[src/rtl/fetch_unit.sv]
// Instruction-fetch stage: PC, single-outstanding imem req/ack, IF/ID slot with valid/ready.
// Define IF_MISALIGN_TRAP_EN to trap on misaligned redirects instead of forcing the low PC bits to 00.
module fetch_unit #(
  parameter int              PC_W     = 32,
  parameter logic [PC_W-1:0] RESET_PC = '0
) (
  input  logic            clk,
  input  logic            rst_n,
  output logic            imem_req,
  output logic [PC_W-1:0] imem_addr,
  input  logic            imem_ack,
  input  logic [31:0]     imem_rdata,
  input  logic            redirect,
  input  logic [PC_W-1:0] redirect_pc,
  output logic            id_valid,
  input  logic            id_ready,
  output logic [PC_W-1:0] id_pc,
  output logic [31:0]     id_instr,
  output logic [5:0]      opcode,
  output logic [9:0]      xox,
  output logic [8:0]      xoxo,
  output logic [1:0]      xods,
  output logic            fetch_fault
);

`ifdef IF_MISALIGN_TRAP_EN
  typedef enum logic [2:0] {BOOT, REQ, HOLD, DRAIN, TRAP} state_t;
`else
  typedef enum logic [2:0] {BOOT, REQ, HOLD, DRAIN} state_t;
`endif

  state_t          state;
  logic [PC_W-1:0] pc;
  logic [PC_W-1:0] req_addr;
  logic [PC_W-1:0] target;

  assign target    = {redirect_pc[PC_W-1:2], 2'b00};
  assign imem_addr = req_addr;

  assign opcode = id_instr[31:26];
  assign xox    = id_instr[10:1];
  assign xoxo   = id_instr[9:1];
  assign xods   = id_instr[1:0];

`ifdef IF_MISALIGN_TRAP_EN
  logic misaligned;
  logic trap_pend;
  logic fault_q;

  assign misaligned  = redirect_pc[1:0] != 2'b00;
  assign fetch_fault = fault_q;
`else
  logic unused_low_bits;

  assign unused_low_bits = ^redirect_pc[1:0];
  assign fetch_fault     = 1'b0;
`endif

  // A redirect while a request is in flight cannot cancel it on the bus, so DRAIN
  // keeps the stale request up until its ack and then restarts at the newest target.
  always_ff @(posedge clk or negedge rst_n) begin
    if (!rst_n) begin
      state    <= BOOT;
      pc       <= RESET_PC;
      req_addr <= RESET_PC;
      imem_req <= 1'b0;
      id_valid <= 1'b0;
      id_instr <= '0;
      id_pc    <= '0;
`ifdef IF_MISALIGN_TRAP_EN
      trap_pend <= 1'b0;
      fault_q   <= 1'b0;
`endif
    end else begin
      case (state)
        BOOT: begin
          state    <= REQ;
          imem_req <= 1'b1;
          req_addr <= pc;
        end

        REQ: begin
          if (redirect) begin
`ifdef IF_MISALIGN_TRAP_EN
            if (misaligned) begin
              if (imem_ack) begin
                state    <= TRAP;
                imem_req <= 1'b0;
                fault_q  <= 1'b1;
              end else begin
                trap_pend <= 1'b1;
                state     <= DRAIN;
              end
            end else
`endif
            begin
              pc <= target;
              if (imem_ack) begin
                req_addr <= target;
              end else begin
                state <= DRAIN;
              end
            end
          end else if (imem_ack) begin
            id_instr <= imem_rdata;
            id_pc    <= req_addr;
            id_valid <= 1'b1;
            pc       <= req_addr + PC_W'(4);
            imem_req <= 1'b0;
            state    <= HOLD;
          end
        end

        HOLD: begin
          if (redirect) begin
            id_valid <= 1'b0;
`ifdef IF_MISALIGN_TRAP_EN
            if (misaligned) begin
              state   <= TRAP;
              fault_q <= 1'b1;
            end else
`endif
            begin
              pc       <= target;
              req_addr <= target;
              imem_req <= 1'b1;
              state    <= REQ;
            end
          end else if (id_ready) begin
            id_valid <= 1'b0;
            req_addr <= pc;
            imem_req <= 1'b1;
            state    <= REQ;
          end
        end

        DRAIN: begin
`ifdef IF_MISALIGN_TRAP_EN
          if (trap_pend || (redirect && misaligned)) begin
            trap_pend <= 1'b1;
            if (imem_ack) begin
              trap_pend <= 1'b0;
              imem_req  <= 1'b0;
              fault_q   <= 1'b1;
              state     <= TRAP;
            end
          end else
`endif
          begin
            if (redirect) begin
              pc <= target;
            end
            if (imem_ack) begin
              req_addr <= redirect ? target : pc;
              state    <= REQ;
            end
          end
        end

`ifdef IF_MISALIGN_TRAP_EN
        TRAP: begin
          imem_req <= 1'b0;
          id_valid <= 1'b0;
          fault_q  <= 1'b1;
        end
`endif

        default: begin
          state    <= BOOT;
          imem_req <= 1'b0;
          id_valid <= 1'b0;
        end
      endcase
    end
  end

endmodule
[config.mk]
export PLATFORM = sky130hd
export DESIGN_NAME = fetch_unit
export DESIGN_NICKNAME = d
export VERILOG_FILES = /design/src/rtl/fetch_unit.sv
export SDC_FILE = /design/constraint.sdc
export NUM_CORES = 1
export LEC_CHECK = 0
export CORE_MARGIN = 2
export CORE_UTILIZATION = 51
export DETAILED_ROUTE_END_ITERATION = 7
export PLACE_DENSITY = 0.87
export SYNTH_ARGS = -nofsm -noshare
export SYNTH_HDL_FRONTEND = slang
export SYNTH_SLANG_ARGS = --single-unit
[constraint.sdc]
create_clock -name clk -period 3.2 [get_ports clk]
set_clock_uncertainty 0.2 [all_clocks]
set_input_delay 0.8 -clock clk [delete_from_list [all_inputs] [get_ports clk]]
set_output_delay 0.8 -clock clk [all_outputs]
set_load 0.01 [all_outputs]
==> run metrics, run 1 <==
outcome finished clean; CTS clk-pin slew, worst paths 0.06 ns; largest net degree at the start of global routing 93; htree depth 4; Total Nets Final 795; Clock Sink Count 132; post-synthesis sequential area ratio 0.529; number of flip-flops and latches in the synthesized netlist 132; post-synthesis cell area 6240 sq um; height of the die 115 um; overall routed net length 17,300 um; HPWL after DPL 11,500 um; met3 track demand over resource in global routing 0.0540; highest clock frequency the design can meet 368 MHz; Unique masters post-synth 49; slowest CP cell a21o_1; count of buffer and inverter cells on the critical path 1; buffers from clock root to sink, at most 2; most numerous cell in the Yosys netlist dfrtp_1; cells resized by post-CTS repair 0; Period Utilization, post-route 0.849; via/cell ratio 5.90; largest vdd supply drop 0.000558 V; setup repair after global routing missed its margin no; Crit Path Class reg -> reg; busiest layer in global routing met2; register-to-register path setup slack 0.48 ns; cell family with most CP delay compound AO/OA/AOI/OAI gates; Initial Utilization 0.522; fin util 0.732; critical path startpoint category flip-flop; Critical Path Sink Type flip-flop; first-pass GRT wire length 27,200 um; Period minus WS final 2.72 ns; number of antenna violations at the first check in global routing 0; Worst EP arrival 2.85 ns; layout overhead on the synthesized area 40.2%; # IOs 195; Wirelength per Cell 19.6 um; buffers inserted by post-CTS timing repair 0; # diodes 0; antenna viol nets, final 0; DRC marker count from the first detailed-route iteration 410; clock tree from TritonCTS built; count of mapped cells out of synthesis 559; Area contributors post-synth dfrtp_1 53%, mux2_2 11%, a22oi_1 6.3%; FFs w/ async S/R, synth 1.00; Power per Cell Area 1110 nW/um^2; floorplan die width 115 um; number of hold buffers added after CTS 0; register cell area after layout 3300 sq um; mean area per synthesized cell 11.2 sq um; met2 track demand over resource 0.458; CP Data Required Time 3.33 ns; count of yosys warnings during synthesis 0; highest net fanout along the worst path 20; number of search-and-repair iterations in the first detailed-routing pass 5; total number of vias 5,202; IO buf count 191; Floorplan Core Area 12,000 sq um; slowest cell delay on critical path 0.65 ns; number of fill cells 764; Worst-Skew Late Latency 0.42 ns; total instance count after detailed placement 849; vias in the first global route 5,263; GPL Wtd Cong 0.822; global-route usage over all layers 0.270; fraction of met1 tracks used by global routing 0.336; net count of the mapped netlist 633; total negative slack for setup checks 0 ns; area used by multi-input combinational logic 2550 sq um; Leak 0.00363 uW; Final Hold Fails 0; dominant register cell in the synthesized netlist dfrtp_1; overflow left after global routing 0; number of enable-type register cells in the synthesized netlist 0; worst max-slew margin expressed relative to the limit 0.473; Least-Margin Pin Slew 0.791 ns; proportion of netlist area held by the largest area contributor 0.529; DIE AREA 13,100 sq um; floorplan row count 40; count of final max-slew check failures 0; Clock Root Buffer clkbuf_16; drc violations 0; commonest cells in the synthesized netlist 132 x dfrtp_1, 62 x mux2_2, 52 x a22oi_1, 48 x o21ai_1, 45 x nand2_1; cell accounting for the most synthesized area dfrtp_1; total clock buffers created by CTS 17; post-route non-filler standard cell count 881; worst hold-check path type in -> async; cells traversed along the worst timing path inv_1 -> ha_1 -> nor2b_1 -> nand2b_1 -> a21o_1 -> a22oi_1 -> o21ai_1; count of maximum capacitance violations 0; count of final setup violators 0; layout cells sized above 1 0.176
-- power breakdown --
group	internal, uW	switching, uW
Clock	1260	726
Sequential	2450	735
Combinational	2390	2140
-- layout by cell type, fill, tap and decap left out, drive strengths merged, types with 3 or more instances in the layout --
cell,netlist,final
and3,4,4
nand3,13,13
nor2,17,17
ha,5,5
bufinv,0,3
clkinvlp,0,7
nand4,11,11
nand2,45,45
clkbuf,19,19
inv,9,9
a21oi,18,18
dfrtp,132,132
o21ai,62,62
a22oi,52,52
mux2,62,62
o22ai,8,8
xor2,20,20
nand2b,3,3
clkinv,0,3
clkdlybuf4s50,0,190
xnor2,6,6
nor3,7,7
buf,43,15
-- per-layer routing --
metal  up-vias  share of wire
li1       2315              -
met1      2568           0.40
met2       272           0.51
met3        47          0.066
met4         0          0.026
met5         -              0
-- cell families (layout without fill, tap and decap cells) --
logic type,after synthesis,count (layout),synth area share
AO/OA/AOI/OAI,154,154,0.155
XOR/XNOR,26,26,0.0365
adder cells (fa/ha/maj),5,5,0.0100
buffers and inverters,71,246,0.0657
flip-flops,132,132,0.529
multiplexers,62,62,0.112
other,1,1,0.000601
AND/OR/NAND/NOR,108,108,0.0918
-- worst paths after layout --
| check | from | endpoint | depth (start not counted) |
|---|---|---|---|
| worst min register to register | id_pc[30]$_DFFE_PN0P_ | id_pc[30]$_DFFE_PN0P_ | 2 |
| worst min-delay path | rst_n | id_instr[20]$_DFFE_PN0P_ | 1 |
| worst max register to register | state[1]$_DFFE_PN0P_ | pc[19]$_DFFE_PN0P_ | 7 |
| max in group asynchronous | rst_n | pc[12]$_DFFE_PN0P_ | 2 |
| worst max-delay path | state[1]$_DFFE_PN0P_ | pc[19]$_DFFE_PN0P_ | 7 |
| min in group clk | id_pc[30]$_DFFE_PN0P_ | id_pc[30]$_DFFE_PN0P_ | 2 |
-- flip-flops by register name, indices dropped and copies added (netlist names) --
register / flops
id_instr: 32
id_pc: 32
id_valid: 1
imem_addr: 32
imem_req: 1
pc: 32
state: 2
-- cell type report --
| cell class | count | share of cell area |
|---|---|---|
| clock buffer | 19 | 0.0518 |
| clock inverter | 13 | 0.0180 |
| inverter | 9 | 0.00386 |
| multi-input combinational | 356 | 0.292 |
| sequential | 132 | 0.377 |
| tap | 147 | 0.0210 |
| timing repair buffer | 205 | 0.236 |
-- stage by stage --
stage / area, sq um / hold slack [ns] / setup slack (ns) / total power [uW]
2_1_floorplan: 6240 / 0.275 / 0.973 / 5580
3_3_place_gp: 8140 / 0.268 / 0.448 / 7420
3_5_place_dp: 8140 / 0.291 / 0.382 / 7670
4_1_cts: 8750 / 0.0843 / 0.543 / 9700
5_1_grt: 8750 / 0.113 / 0.322 / 10200
6_report: 8750 / 0.0849 / 0.482 / 9700
(Power assumes the default switching activity.)
==> run 2, diff against run 1 <==
--- a/config.mk
+++ b/config.mk
@@ -6,9 +6,9 @@
 export NUM_CORES = 1
 export LEC_CHECK = 0
 export CORE_MARGIN = 2
-export CORE_UTILIZATION = 51
+export CORE_UTILIZATION = 47
 export DETAILED_ROUTE_END_ITERATION = 7
-export PLACE_DENSITY = 0.87
+export PLACE_DENSITY = 0.81
 export SYNTH_ARGS = -nofsm -noshare
 export SYNTH_HDL_FRONTEND = slang
 export SYNTH_SLANG_ARGS = --single-unit
==> constraint.sdc (replaced) <==
create_clock -name clk -period 2.6 [get_ports clk]
set_clock_uncertainty 0.2 [all_clocks]
set_input_delay 0.65 -clock clk [delete_from_list [all_inputs] [get_ports clk]]
set_output_delay 0.65 -clock clk [all_outputs]
set_load 0.01 [all_outputs]
==> run 2 against run 1 <==
  * Routed wire length fell by 4.6%
  * Largest power group unchanged
  * Power grew 20%
  * Global-route usage decreased by 3.1 points
  * Worst hold slack improved by 0.21 ns
  * Utilization down 6.0 points
  * Sequential cell count is the same
  * Cell area grew 0.44%
  * Combinational power is 25% higher
==> run metrics, run 2 (same netlist as run 1, synthesis figures left out) <==
floorplan row count 42 (+5.0%); Floorplan Core Area 13,100 sq um (+9.4%); Max Used Layer met4; count of final max-slew check failures 0 (unchanged); largest net degree at the start of global routing 55 (-41%); total negative slack for setup checks 0 ns (unchanged); Critical Path Sink Type primary output; Worst-Skew Late Latency 0.42 ns (about the same); worst max-slew margin expressed relative to the limit 0.524 (+0.0512); number of fill cells 959 (+26%); overall routed net length 16,500 um (-4.6%); Clock Sink Count 132 (unchanged); end of the worst hold path id_pc[19]$_DFFE_PN0P_; overflow left after global routing 0 (unchanged); slowest CP cell clkdlybuf4s50_1; Period minus WS final 2.43 ns; Leak 0.00367 uW (+1.2%); Detail Route met3 WL 1080 um (-4.9%); # IOs 195 (unchanged); largest vdd supply drop 0.000635 V (+14%); HPWL after DPL 11,700 um (+1.2%); worst hold-check path type reg -> reg; CTS clk-pin slew, worst paths 0.05 ns (about the same); number of antenna violations at the first check in global routing 0 (unchanged); DRC marker count from the first detailed-route iteration 394 (-3.9%); Worst EP arrival 1.58 ns (-1.27 ns); Period Utilization, post-route 0.934; M1 wire length 6610 um (-3.9%); Final Hold Fails 0 (unchanged); vias in the first global route 5,280 (+0.32%); register-to-register path setup slack 0.27 ns (-0.21 ns); buffers inserted by post-CTS timing repair 0 (unchanged); register cell area after layout 3300 sq um (unchanged); number of search-and-repair iterations in the first detailed-routing pass 5 (unchanged); start of the worst register-to-register path state[0]$_DFFE_PN0P_; global-route usage over all layers 0.239 (-0.0310); Clock Root Buffer clkbuf_16; cells traversed along the worst timing path clkdlybuf4s50_1; # diodes 0 (unchanged); htree depth 4 (unchanged); total clock buffers created by CTS 17 (unchanged); highest net fanout along the worst path 8 (-60%); Total Nets Final 807 (+1.5%); WHS Path Cells 2; clock tree from TritonCTS built; highest clock frequency the design can meet 412 MHz; first-pass GRT wire length 26,800 um (-1.5%); Initial Utilization 0.477 (-0.0448); buffers from clock root to sink, at most 2 (unchanged); launch point of the worst hold path id_pc[19]$_DFFE_PN0P_; CP Data Required Time 1.75 ns (-1.58 ns); setup repair after global routing missed its margin no; slowest cell delay on critical path 0.63 ns (-0.02 ns); most common cell after layout, fill and taps aside clkdlybuf4s50_1; layout overhead on the synthesized area 40.8%; Post-Route Hold Slack 0.298 ns (+0.213 ns); most frequent cells in the layout 190 x clkdlybuf4s50_1, 132 x dfrtp_1, 62 x mux2_2; outcome finished clean; DIE AREA 14,200 sq um (+8.2%); count of final setup violators 0 (unchanged); layout cells sized above 1 0.181 (+0.00484); area used by multi-input combinational logic 2550 sq um (unchanged); count of buffer and inverter cells on the critical path 1 (unchanged); Wirelength per Cell 18.0 um (-8.5%); via/cell ratio 5.60 (-5.1%); Least-Margin Pin Slew 0.709 ns (-0.0821 ns); cell count of the worst reg-to-reg path 7 (unchanged); met2 layer wire length in the routed design 8370 um (-5.2%); count of maximum capacitance violations 0 (unchanged); cell family with most CP delay buffers and inverters; height of the die 119 um (+4.0%); drc violations 0 (unchanged); floorplan die width 119 um (+4.0%); Power per Cell Area 1330 nW/um^2 (+20%); antenna viol nets, final 0 (unchanged); reg2reg end imem_addr[9]$_DFFE_PN0P_; total number of vias 5,142 (-1.2%); GPL Wtd Cong 0.852 (+3.6%); critical path startpoint category flip-flop; IO buf count 191 (unchanged); Crit Path Class reg -> out
==> run 2: cell count changes in the layout (fill, tap and decap cells not counted) <==
cell	delta
clkinvlp_4	-7
clkbuf_1	+2
dlygate4sd3_1	+1
bufinv_16	-2
buf_4	+11
clkinv_2	+3
==> run 2: power breakdown <==
group,internal [uW],switching (uW)
combinational,3030,2610
sequential,3020,853
clock,1330,818
==> run 2: per-layer routing <==
metal  track usage  vias up
li1              -     2341
met1         0.296     2545
met2         0.404      216
met3        0.0608       40
met4        0.0915        0
met5             0        -
==> run 2: how the worst max path moves through the flow <==
stage / startpoint / to / depth (start not counted)
2_1_floorplan: state[1]$_DFFE_PN0P_ / pc[11]$_DFFE_PN0P_ / 10
3_3_place_gp: redirect / imem_addr[0]$_DFFE_PN0P_ / 6
3_5_place_dp: redirect / imem_addr[11]$_DFFE_PN0P_ / 7
4_1_cts: imem_addr[20]$_DFFE_PN0P_ / imem_addr[20] / 1
5_1_grt: imem_addr[20]$_DFFE_PN0P_ / imem_addr[20] / 1
6_report: imem_addr[20]$_DFFE_PN0P_ / imem_addr[20] / 1
==> run 2: repair_timing <==
item	CTS	global route
hold endpoints to repair	17	0
gates resized for setup	0	0
hold buffers	1	0
==> run 2: layout make-up <==
cell class / instances / share of cell area
Clock inverter: 7 / 0.00683
Sequential cell: 132 / 0.376
Timing Repair Buffer: 217 / 0.246
Multi-Input combinational cell: 356 / 0.290
Inverter: 9 / 0.00384
Tap cell: 176 / 0.0250
Clock buffer: 21 / 0.0524
==> run 2: metrics by stage <==
step           instance area (sq um)  setup WS, ns  cells  total power, uW   util
3_5_place_dp                    8260         0.107    889             9510  0.631
5_1_grt                         8790         0.123    918            12400  0.672
4_1_cts                         8790         0.159    918            11700  0.672
6_report                        8790         0.172    918            11700  0.672
2_1_floorplan                   6240         0.474    559             6870      -
3_3_place_gp                    8260         0.144    889             9260  0.631
==> run 3, diff against run 2 <==
--- a/config.mk
+++ b/config.mk
@@ -7,6 +7,7 @@
 export LEC_CHECK = 0
 export CORE_MARGIN = 2
 export CORE_UTILIZATION = 47
+export CTS_CLUSTER_DIAMETER = 40
 export DETAILED_ROUTE_END_ITERATION = 7
 export PLACE_DENSITY = 0.81
 export SYNTH_ARGS = -nofsm -noshare
==> results of run 3 <==
The final DEF is identical to that of run 2; final timing and power are the same.
